## config.mk

```make
export PLATFORM = sky130hd
export DESIGN_NAME = bsg_credit_token_pacer
export DESIGN_NICKNAME = d
export VERILOG_FILES = /design/src/rtl/bsg_credit_token_pkg.sv /design/src/rtl/bsg_credit_token_gap_timer.sv /design/src/rtl/bsg_credit_token_pacer.sv
export SDC_FILE = /design/constraint.sdc
export NUM_CORES = 1
export LEC_CHECK = 0
export CAP_MARGIN = 20
export CORE_UTILIZATION = 39
export CTS_BUF_LIST = sky130_fd_sc_hd__clkbuf_8
export CTS_CLUSTER_DIAMETER = 120
export DETAILED_ROUTE_END_ITERATION = 10
export GPL_TIMING_DRIVEN = 0
export PLACE_DENSITY = 0.93
export SYNTH_ARGS = -nofsm -noshare
export SYNTH_HDL_FRONTEND = slang
export SYNTH_SLANG_ARGS = --single-unit
```

## constraint.sdc

```tcl
create_clock -name clk_i -period 2.9 [get_ports clk_i]
set_input_delay 0.435 -clock clk_i [delete_from_list [all_inputs] [get_ports clk_i]]
set_output_delay 0.435 -clock clk_i [all_outputs]
set_load 0.03 [all_outputs]
```

## src/rtl/bsg_credit_token_pkg.sv

```systemverilog
// Shared types and width helpers for the credit-to-token pacer.
package bsg_credit_token_pkg;

  typedef enum logic [1:0] {
    IDLE  = 2'd0,
    PULSE = 2'd1,
    GAP   = 2'd2
  } state_e;

  // Width of a counter that must hold 0..max_pending inclusive.
  function automatic int pending_width_f(input int max_pending);
    return $clog2(max_pending + 1);
  endfunction

  function automatic int gap_width_f(input int gap);
    return (gap == 0) ? 1 : $clog2(gap + 1);
  endfunction

  function automatic int partial_width_f(input int lg_decimation);
    return (lg_decimation == 0) ? 1 : lg_decimation;
  endfunction

  localparam int default_pw_lp  = pending_width_f(4);
  localparam int default_gw_lp  = gap_width_f(1);

endpackage

```

## src/rtl/bsg_credit_token_gap_timer.sv

```systemverilog
// Loadable down-counter that flags the last cycle of the inter-token gap.
module bsg_credit_token_gap_timer #(
  parameter int width_p = 1
) (
  input  logic               clk_i,
  input  logic               reset_n_i,
  input  logic               load_i,
  input  logic [width_p-1:0] load_val_i,
  output logic               done_o
);

  logic [width_p-1:0] count_r;

  // Count down once loaded; parks at zero between gaps.
  always_ff @(posedge clk_i or negedge reset_n_i) begin
    if (!reset_n_i) begin
      count_r <= '0;
    end else if (load_i) begin
      count_r <= load_val_i;
    end else if (count_r != '0) begin
      count_r <= count_r - width_p'(1);
    end else begin
      count_r <= count_r;
    end
  end

  assign done_o = (count_r == width_p'(1));

endmodule

```

## src/rtl/bsg_credit_token_pacer.sv

```systemverilog
// Credit accumulator and rate-limited token pulse generator.
// Optional macro BSG_CREDIT_TOKEN_PACER_STATS_EN builds the 32-bit emitted-token counter.
module bsg_credit_token_pacer
  import bsg_credit_token_pkg::*;
#(
  parameter int lg_credit_to_token_decimation_p = 0,
  parameter int max_pending_tokens_p            = 4,
  parameter int token_gap_p                     = 1,
  localparam int pw_lp = pending_width_f(max_pending_tokens_p),
  localparam int cw_lp = partial_width_f(lg_credit_to_token_decimation_p)
) (
  input  logic             clk_i,
  input  logic             reset_n_i,
  input  logic             credit_v_i,
  input  logic             token_en_i,
  output logic             token_o,
  output logic [pw_lp-1:0] pending_tokens_o,
  output logic [cw_lp-1:0] partial_credits_o,
  output logic             overflow_o,
  output logic [31:0]      total_tokens_o
);

  localparam int              d_lp   = lg_credit_to_token_decimation_p;
  localparam int              gw_lp  = gap_width_f(token_gap_p);
  localparam logic [pw_lp-1:0] max_lp = pw_lp'(max_pending_tokens_p);

  logic             tok_inc, tok_dec, gap_load, gap_done;
  logic [pw_lp-1:0] pending_r;
  logic             overflow_r, token_r;
  state_e           state_r, state_n;

  generate
    if (d_lp == 0) begin : g_no_acc
      assign tok_inc           = credit_v_i;
      assign partial_credits_o = 1'b0;
    end else begin : g_acc
      logic [d_lp-1:0] acc_r;
      // Wrapping credit accumulator; the all-ones wrap is what mints a token.
      always_ff @(posedge clk_i or negedge reset_n_i) begin
        if (!reset_n_i) begin
          acc_r <= '0;
        end else if (credit_v_i) begin
          acc_r <= acc_r + d_lp'(1);
        end else begin
          acc_r <= acc_r;
        end
      end
      assign tok_inc           = credit_v_i && (acc_r == '1);
      assign partial_credits_o = acc_r;
    end
  endgenerate

  // Pending tokens saturate at the configured depth; a dropped token is remembered.
  always_ff @(posedge clk_i or negedge reset_n_i) begin
    if (!reset_n_i) begin
      pending_r  <= '0;
      overflow_r <= 1'b0;
    end else if (tok_inc && !tok_dec) begin
      if (pending_r == max_lp) begin
        overflow_r <= 1'b1;
      end else begin
        pending_r <= pending_r + pw_lp'(1);
      end
    end else if (tok_dec && !tok_inc) begin
      pending_r <= pending_r - pw_lp'(1);
    end else begin
      pending_r <= pending_r;
    end
  end

  generate
    if (token_gap_p > 0) begin : g_gap
      bsg_credit_token_gap_timer #(.width_p(gw_lp)) u_gap_timer (
        .clk_i      (clk_i),
        .reset_n_i  (reset_n_i),
        .load_i     (gap_load),
        .load_val_i (gw_lp'(token_gap_p)),
        .done_o     (gap_done)
      );
    end else begin : g_no_gap
      assign gap_done = 1'b1;
    end
  endgenerate

  // Next state; tok_dec fires on every edge that launches a pulse.
  always_comb begin
    state_n  = state_r;
    tok_dec  = 1'b0;
    gap_load = 1'b0;
    case (state_r)
      IDLE: begin
        if ((pending_r != '0) && token_en_i) begin
          state_n = PULSE;
          tok_dec = 1'b1;
        end else begin
          state_n = IDLE;
        end
      end
      PULSE: begin
        if (token_gap_p > 0) begin
          state_n  = GAP;
          gap_load = 1'b1;
        end else if ((pending_r != '0) && token_en_i) begin
          state_n = PULSE;
          tok_dec = 1'b1;
        end else begin
          state_n = IDLE;
        end
      end
      GAP: begin
        if (gap_done && (pending_r != '0) && token_en_i) begin
          state_n = PULSE;
          tok_dec = 1'b1;
        end else if (gap_done) begin
          state_n = IDLE;
        end else begin
          state_n = GAP;
        end
      end
      default: state_n = IDLE;
    endcase
  end

  // State and the registered pulse output.
  always_ff @(posedge clk_i or negedge reset_n_i) begin
    if (!reset_n_i) begin
      state_r <= IDLE;
      token_r <= 1'b0;
    end else begin
      state_r <= state_n;
      token_r <= (state_n == PULSE);
    end
  end

`ifdef BSG_CREDIT_TOKEN_PACER_STATS_EN
  logic [31:0] total_r;
  // Emitted-token count, wraps naturally.
  always_ff @(posedge clk_i or negedge reset_n_i) begin
    if (!reset_n_i) begin
      total_r <= 32'd0;
    end else if (token_r) begin
      total_r <= total_r + 32'd1;
    end else begin
      total_r <= total_r;
    end
  end
  assign total_tokens_o = total_r;
`else
  assign total_tokens_o = 32'd0;
`endif

  assign token_o          = token_r;
  assign pending_tokens_o = pending_r;
  assign overflow_o       = overflow_r;

endmodule

```

[After elaboration in Yosys (flattened, before gate mapping)]
Cells that the tools add are included.
Storage, ports and cells
  register bits after elaboration: 8
  latch bits: 0
  RAM bits: 0
  bits in read-only memories: 0
  input port bits: 4
  memories: 0
Operators by class
  $add $sub $neg: 3
  multipliers: 0
  divide/modulo/power cells: 0
  $lt $le $gt $ge: 0
  eq/ne operators: 5
  shift-type cells: 0
  muxes and demuxes: 13
  bitwise logic cells: 0
  reduce and logical (&&, ||, !) cells: 12
Operators with widths (number)
  3-bit two-way mux: 3
  1-bit two-way mux: 6
  2-bit one-hot mux with 3 select lines: 1
  1-bit logical AND: 5
  2-bit by 1-bit equality test with 1-bit output (second input constant): 2
  2-bit two-way mux: 2
  2-bit AND reduction: 2
  3-bit by 1-bit adder with 3-bit output (second input constant): 1
  3-bit equality test (second input constant): 1
  3-bit nonzero test: 1
  3-bit by 1-bit subtractor with 3-bit output (second input constant): 1
  2-bit equality test (second input constant): 1
  1-bit logical NOT: 2
  2-bit logical NOT: 1
  2-bit != test (second input constant): 1
  1-bit one-hot mux with 2 select lines: 1
  2-bit nonzero test: 1
  1-bit subtractor (second input constant): 1

[Depth between registers and ports, before layout]
  depth in word-level cells: 9
  depth in mapped cells: 9
  mapped depth without buffers: 9

[Hierarchy]
From an unflattened synthesis, not the netlist that was laid out.
Second synthesis, totals
  cells, all modules: 81
  area, all modules: 704.4 um^2
Modules (own cells, without submodules)
  bsg_credit_token_pacer: instances 1, cells an instance 79, area each 673.1 um^2, seq. area each 175.2 um^2
  bsg_credit_token_gap_timer: instances 1, cells an instance 2, area each 31.3 um^2, seq. area each 25.0 um^2

[Worst setup path before layout]
OpenSTA, ideal clock, no wires.
  kind: flip-flop to flip-flop
  start point: register pending_r[2] (netlist: pending_tokens_o[2])
  end point: register pending_r[2] (netlist: pending_tokens_o[2])
  data arrival time: 2096 ps
  setup slack: 677 ps
  stages on the path, launching flop included: 8
  buffers on the path: 0
  clock period less this slack: 2223 ps
  cells stage by stage: dfrtp_1 > nor2_1 > a21oi_2 > nand2b_1 > fa_1 > or4_4 > o211ai_2 > nand3_2
On the way
  word-level cells in the longest chain between the ends: 9
RTL lines
  from (decl): RTL line bsg_credit_token_pacer.sv:28  | logic [pw_lp-1:0] pending_r;
  from (signal assigned): RTL line bsg_credit_token_pacer.sv:62  | pending_r <= pending_r + pw_lp'(1);
  from (signal assigned): RTL line bsg_credit_token_pacer.sv:65  | pending_r <= pending_r - pw_lp'(1);
  from (signal assigned): RTL line bsg_credit_token_pacer.sv:67  | pending_r <= pending_r;
  3-bit nonzero test: RTL line bsg_credit_token_pacer.sv:92, bsg_credit_token_pacer.sv:111
  1-bit logical AND (2 in series): RTL line bsg_credit_token_pacer.sv:111  | if (gap_done && (pending_r != '0) && token_en_i) begin
  1-bit two-way mux: RTL line bsg_credit_token_pacer.sv:111
  1-bit one-hot mux with 2 select lines: RTL line bsg_credit_token_pacer.sv:90  | case (state_r)
  1-bit logical NOT: RTL line bsg_credit_token_pacer.sv:58  | end else if (tok_inc && !tok_dec) begin
  1-bit logical AND: RTL line bsg_credit_token_pacer.sv:58
  2-bit != test (no source line) or 2-bit nonzero test (tied branches)
  2-bit AND reduction (no source line)
Parallel ways exist; a longest one is shown, timed or not. The select of a mux whose other input is x is not followed.
A chain may end at the register's enable or synchronous reset.

[Final worst setup path]
  start point: input port token_en_i
  end point: register pending_r[2] (netlist: pending_tokens_o[2])
On the way
  word-level cells in the longest chain between the ends: 7
RTL lines
  from (decl): RTL line bsg_credit_token_pacer.sv:15  | input logic token_en_i,
  1-bit logical AND, on equally long branches
  1-bit two-way mux, on equally long branches: RTL line bsg_credit_token_pacer.sv:111, bsg_credit_token_pacer.sv:92
  1-bit one-hot mux with 2 select lines *: RTL line bsg_credit_token_pacer.sv:90
  1-bit logical NOT: RTL line bsg_credit_token_pacer.sv:58
  1-bit logical AND: RTL line bsg_credit_token_pacer.sv:58
  2-bit != test (no source line) or 2-bit nonzero test (tied branches)
  2-bit AND reduction (no source line)
Every way passes the cells marked *; elsewhere a longest branch is shown, timed or not.

==> flow_summary.json <==
{
  "drt_iter0_drc": 12,
  "crit_end": "pending_tokens_o[2]",
  "fin_skew_ps": 3.664,
  "io_buffer_count": 8,
  "path_clk_slew_ps": 40,
  "drc": 0,
  "synth.ff_latch_count": 8,
  "grt_overflow": 0,
  "vias": 546,
  "io_pins": 42,
  "synth-edff-count": 0,
  "ff2ff_setup_slack_ps": 600,
  "clkLatencyLatePin_ps": 230,
  "worstPathRequired_ps": 3010,
  "clockPowerShare": 0.151,
  "switching_share": 0.4499,
  "timing.rr.start": "g_gap.u_gap_timer.done_o",
  "cts_resized": 0,
  "grt_pass1_wl_um": 1925,
  "nets": 129,
  "timing.final.crit_share": 0.8427,
  "tns_ps": 0,
  "ys.flop_type": "dfrtp_1",
  "ctsHoldBuffers": 0,
  "drive_above_1_share": 0.3852,
  "antenna_found_initial": 0,
  "rsz0062_at_grt": "false",
  "die-area_um2": 2047,
  "hold_viol": 0,
  "cts_sinks": 8,
  "drv_slew": 0,
  "critPathKind": "input port to flip-flop",
  "worstPathCellList": "clkdlybuf4s50_1 > nand2b_4 > or2_2 > a21oi_2 > nand2b_1 > fa_1 > or4_4 > o211ai_2 > nand3_2",
  "grt_start_max_net_pins": 11,
  "ys_seq_area_frac": 0.2744,
  "power_density_nw_per_um2": 886.5,
  "setup_violations": 0,
  "async_flop_share": 1.000,
  "min_period_ps": 2444,
  "rr_endpoint": "pending_tokens_o[2]",
  "synthDistinctLibCells": 31,
  "grt_pass1_vias": 443,
  "startpoint": "token_en_i",
  "wl_per_cell_um": 8.551,
  "p_total_mw": 0.8884,
  "core_um2": 1745,
  "dieWidth_um": 45.25,
  "end_kind": "flip-flop",
  "cts_tree": "yes",
  "cts_buffers": 3,
  "yosys.area.top_type": "buf_4",
  "synth.area.top_cells": "buf_4, dfrtp_1, fa_1",
  "gp_congestion": 0.8777,
  "antenna_cells": 0,
  "worstRegToRegCells": 8,
  "place_hpwl_um": 1006,
  "outcome": "finished clean",
  "grt.total_usage": 0.1309,
  "crit_arrival_ps": 2550,
  "synthCells": 79,
  "area_delta_synth_final_pct": 37.39,
  "netlist_area_um2": 729.5,
  "max_freq_mhz": 409.2,
  "peakVddDrop_v": 0.0004721,
  "leakage_nw": 0.5479,
  "synth_area_per_cell_um2": 9.234,
  "die_h_um": 45.25,
  "synth_commonest_cells": "buf_4, dfrtp_1, nor2_1",
  "antenna_left": 0,
  "startpoint_type": "input port",
  "firstDrtPassIters": 4,
  "cts_setup_buffers": 0,
  "cts-htree-levels": 1,
  "yosys_warnings": 0,
  "rows": 15,
  "cts_max_path_buffers": 2,
  "max_cap_violations": 0,
  "initial_core_util": 0.4179,
  "combPwrFrac": 0.598,
  "p_sw_mw": 0.3997,
  "netlist.area_leader.share": 0.3396,
  "root_buffer": "clkbuf_8",
  "totalWireLength_um": 1257,
  "cpPeakStageDelay_ps": 540,
  "path_max_fanout": 6,
  "internal_power_mw": 0.4887,
  "viasPerCell": 3.714,
  "yosysMostFrequentCell": "buf_4",
  "cpMaxStageDelayCell": "or4_4",
  "min_path_type": "flip-flop to flip-flop",
  "p_seq_frac": 0.251
}
-- stage by stage --
step                      cells    util  instance area [um^2]  setup slack [ps]  hold slack (ps)
after floorplan             111       -                 849.6             677.3            139.4
after global placement      144  0.5505                 960.9             301.1            422.0
after detailed placement    144  0.5505                 960.9             227.8            443.1
after CTS                   147  0.5742                  1002             454.7            456.8
after global routing        147  0.5742                  1002             380.8            471.2
final                       147  0.5742                  1002             456.3            453.1
-- worst min path at each step --
| stage | from | to | slack [ps] | depth (start not counted) |
|---|---|---|---|---|
| 6_report | state_r[1] | g_gap.u_gap_timer.done_o | 450 | 1 |
| 3_3_place_gp | state_r[1] | g_gap.u_gap_timer.done_o | 420 | 1 |
| 4_1_cts | state_r[1] | g_gap.u_gap_timer.done_o | 460 | 1 |
| 2_1_floorplan | reset_n_i | g_gap.u_gap_timer.done_o | 140 | 0 |
| 5_1_grt | state_r[1] | g_gap.u_gap_timer.done_o | 470 | 1 |
| 3_5_place_dp | state_r[1] | g_gap.u_gap_timer.done_o | 440 | 1 |
-- cells in the final DEF (no fill, tap or decap), types with 2 or more instances in the layout --
cell	instances
o21a_1	2
dfrtp_1	8
nand2b_1	2
inv_1	3
clkbuf_8	3
clkdlybuf4s50_1	8
buf_4	33
conb_1	33
a21oi_1	2
nor2_1	5
-- power by group through the flow --
| stage | sequential (mW) | clock (mW) | combinational (mW) |
|---|---|---|---|
| 2_1_floorplan | 0.281 | 0 | 0.344 |
| 3_3_place_gp | 0.221 | 0 | 0.508 |
| 3_5_place_dp | 0.225 | 0 | 0.528 |
| 4_1_cts | 0.224 | 0.137 | 0.530 |
| 5_1_grt | 0.233 | 0.146 | 0.568 |
| 6_report | 0.223 | 0.134 | 0.532 |
-- metal layers --
metal | part of all wire | global-route usage
met1 | 0.42 | 0.1708
met2 | 0.49 | 0.2087
met3 | 0.091 | 0.05200
met4 | 0 | 0.01818
met5 | 0 | 0
-- critical path: cells and delay by family --
family	cells	cell delay (ps)
and+or+nand+nor	5	1090
adders and majority gates	1	440
buffers and inverters	1	450
AOI/OAI and AO/OA	2	130
-- flip-flops by register name, indices dropped and copies added, names as in the netlist --
register	count
pending_tokens_o	3
state_r	2
token_o	1
g_gap.u_gap_timer.done_o	1
overflow_o	1
-- cell type report --
| cell class | count | area [um^2] |
|---|---|---|
| fillers | 161 | 743.2 |
| multi-input cells | 66 | 385.4 |
| plain buffers | 34 | 252.7 |
| flip-flops and latches | 8 | 200.2 |
| repair buffers | 8 | 80.08 |
| clock buffers | 3 | 41.29 |
| well taps | 25 | 31.28 |
| inverters | 3 | 11.26 |
-- kinds of logic (layout without fill, tap and decap cells) --
kind of cell	after synthesis	in the layout	share of synthesized area
other cells	1	33	0.005141
simple gates	17	17	0.1629
xor+xnor	1	1	0.01201
compound gates	14	14	0.1561
fa+ha+maj	1	1	0.02745
flops	8	8	0.2744
buf+inv	37	48	0.3619
Power figures use the tool's default switching activity.
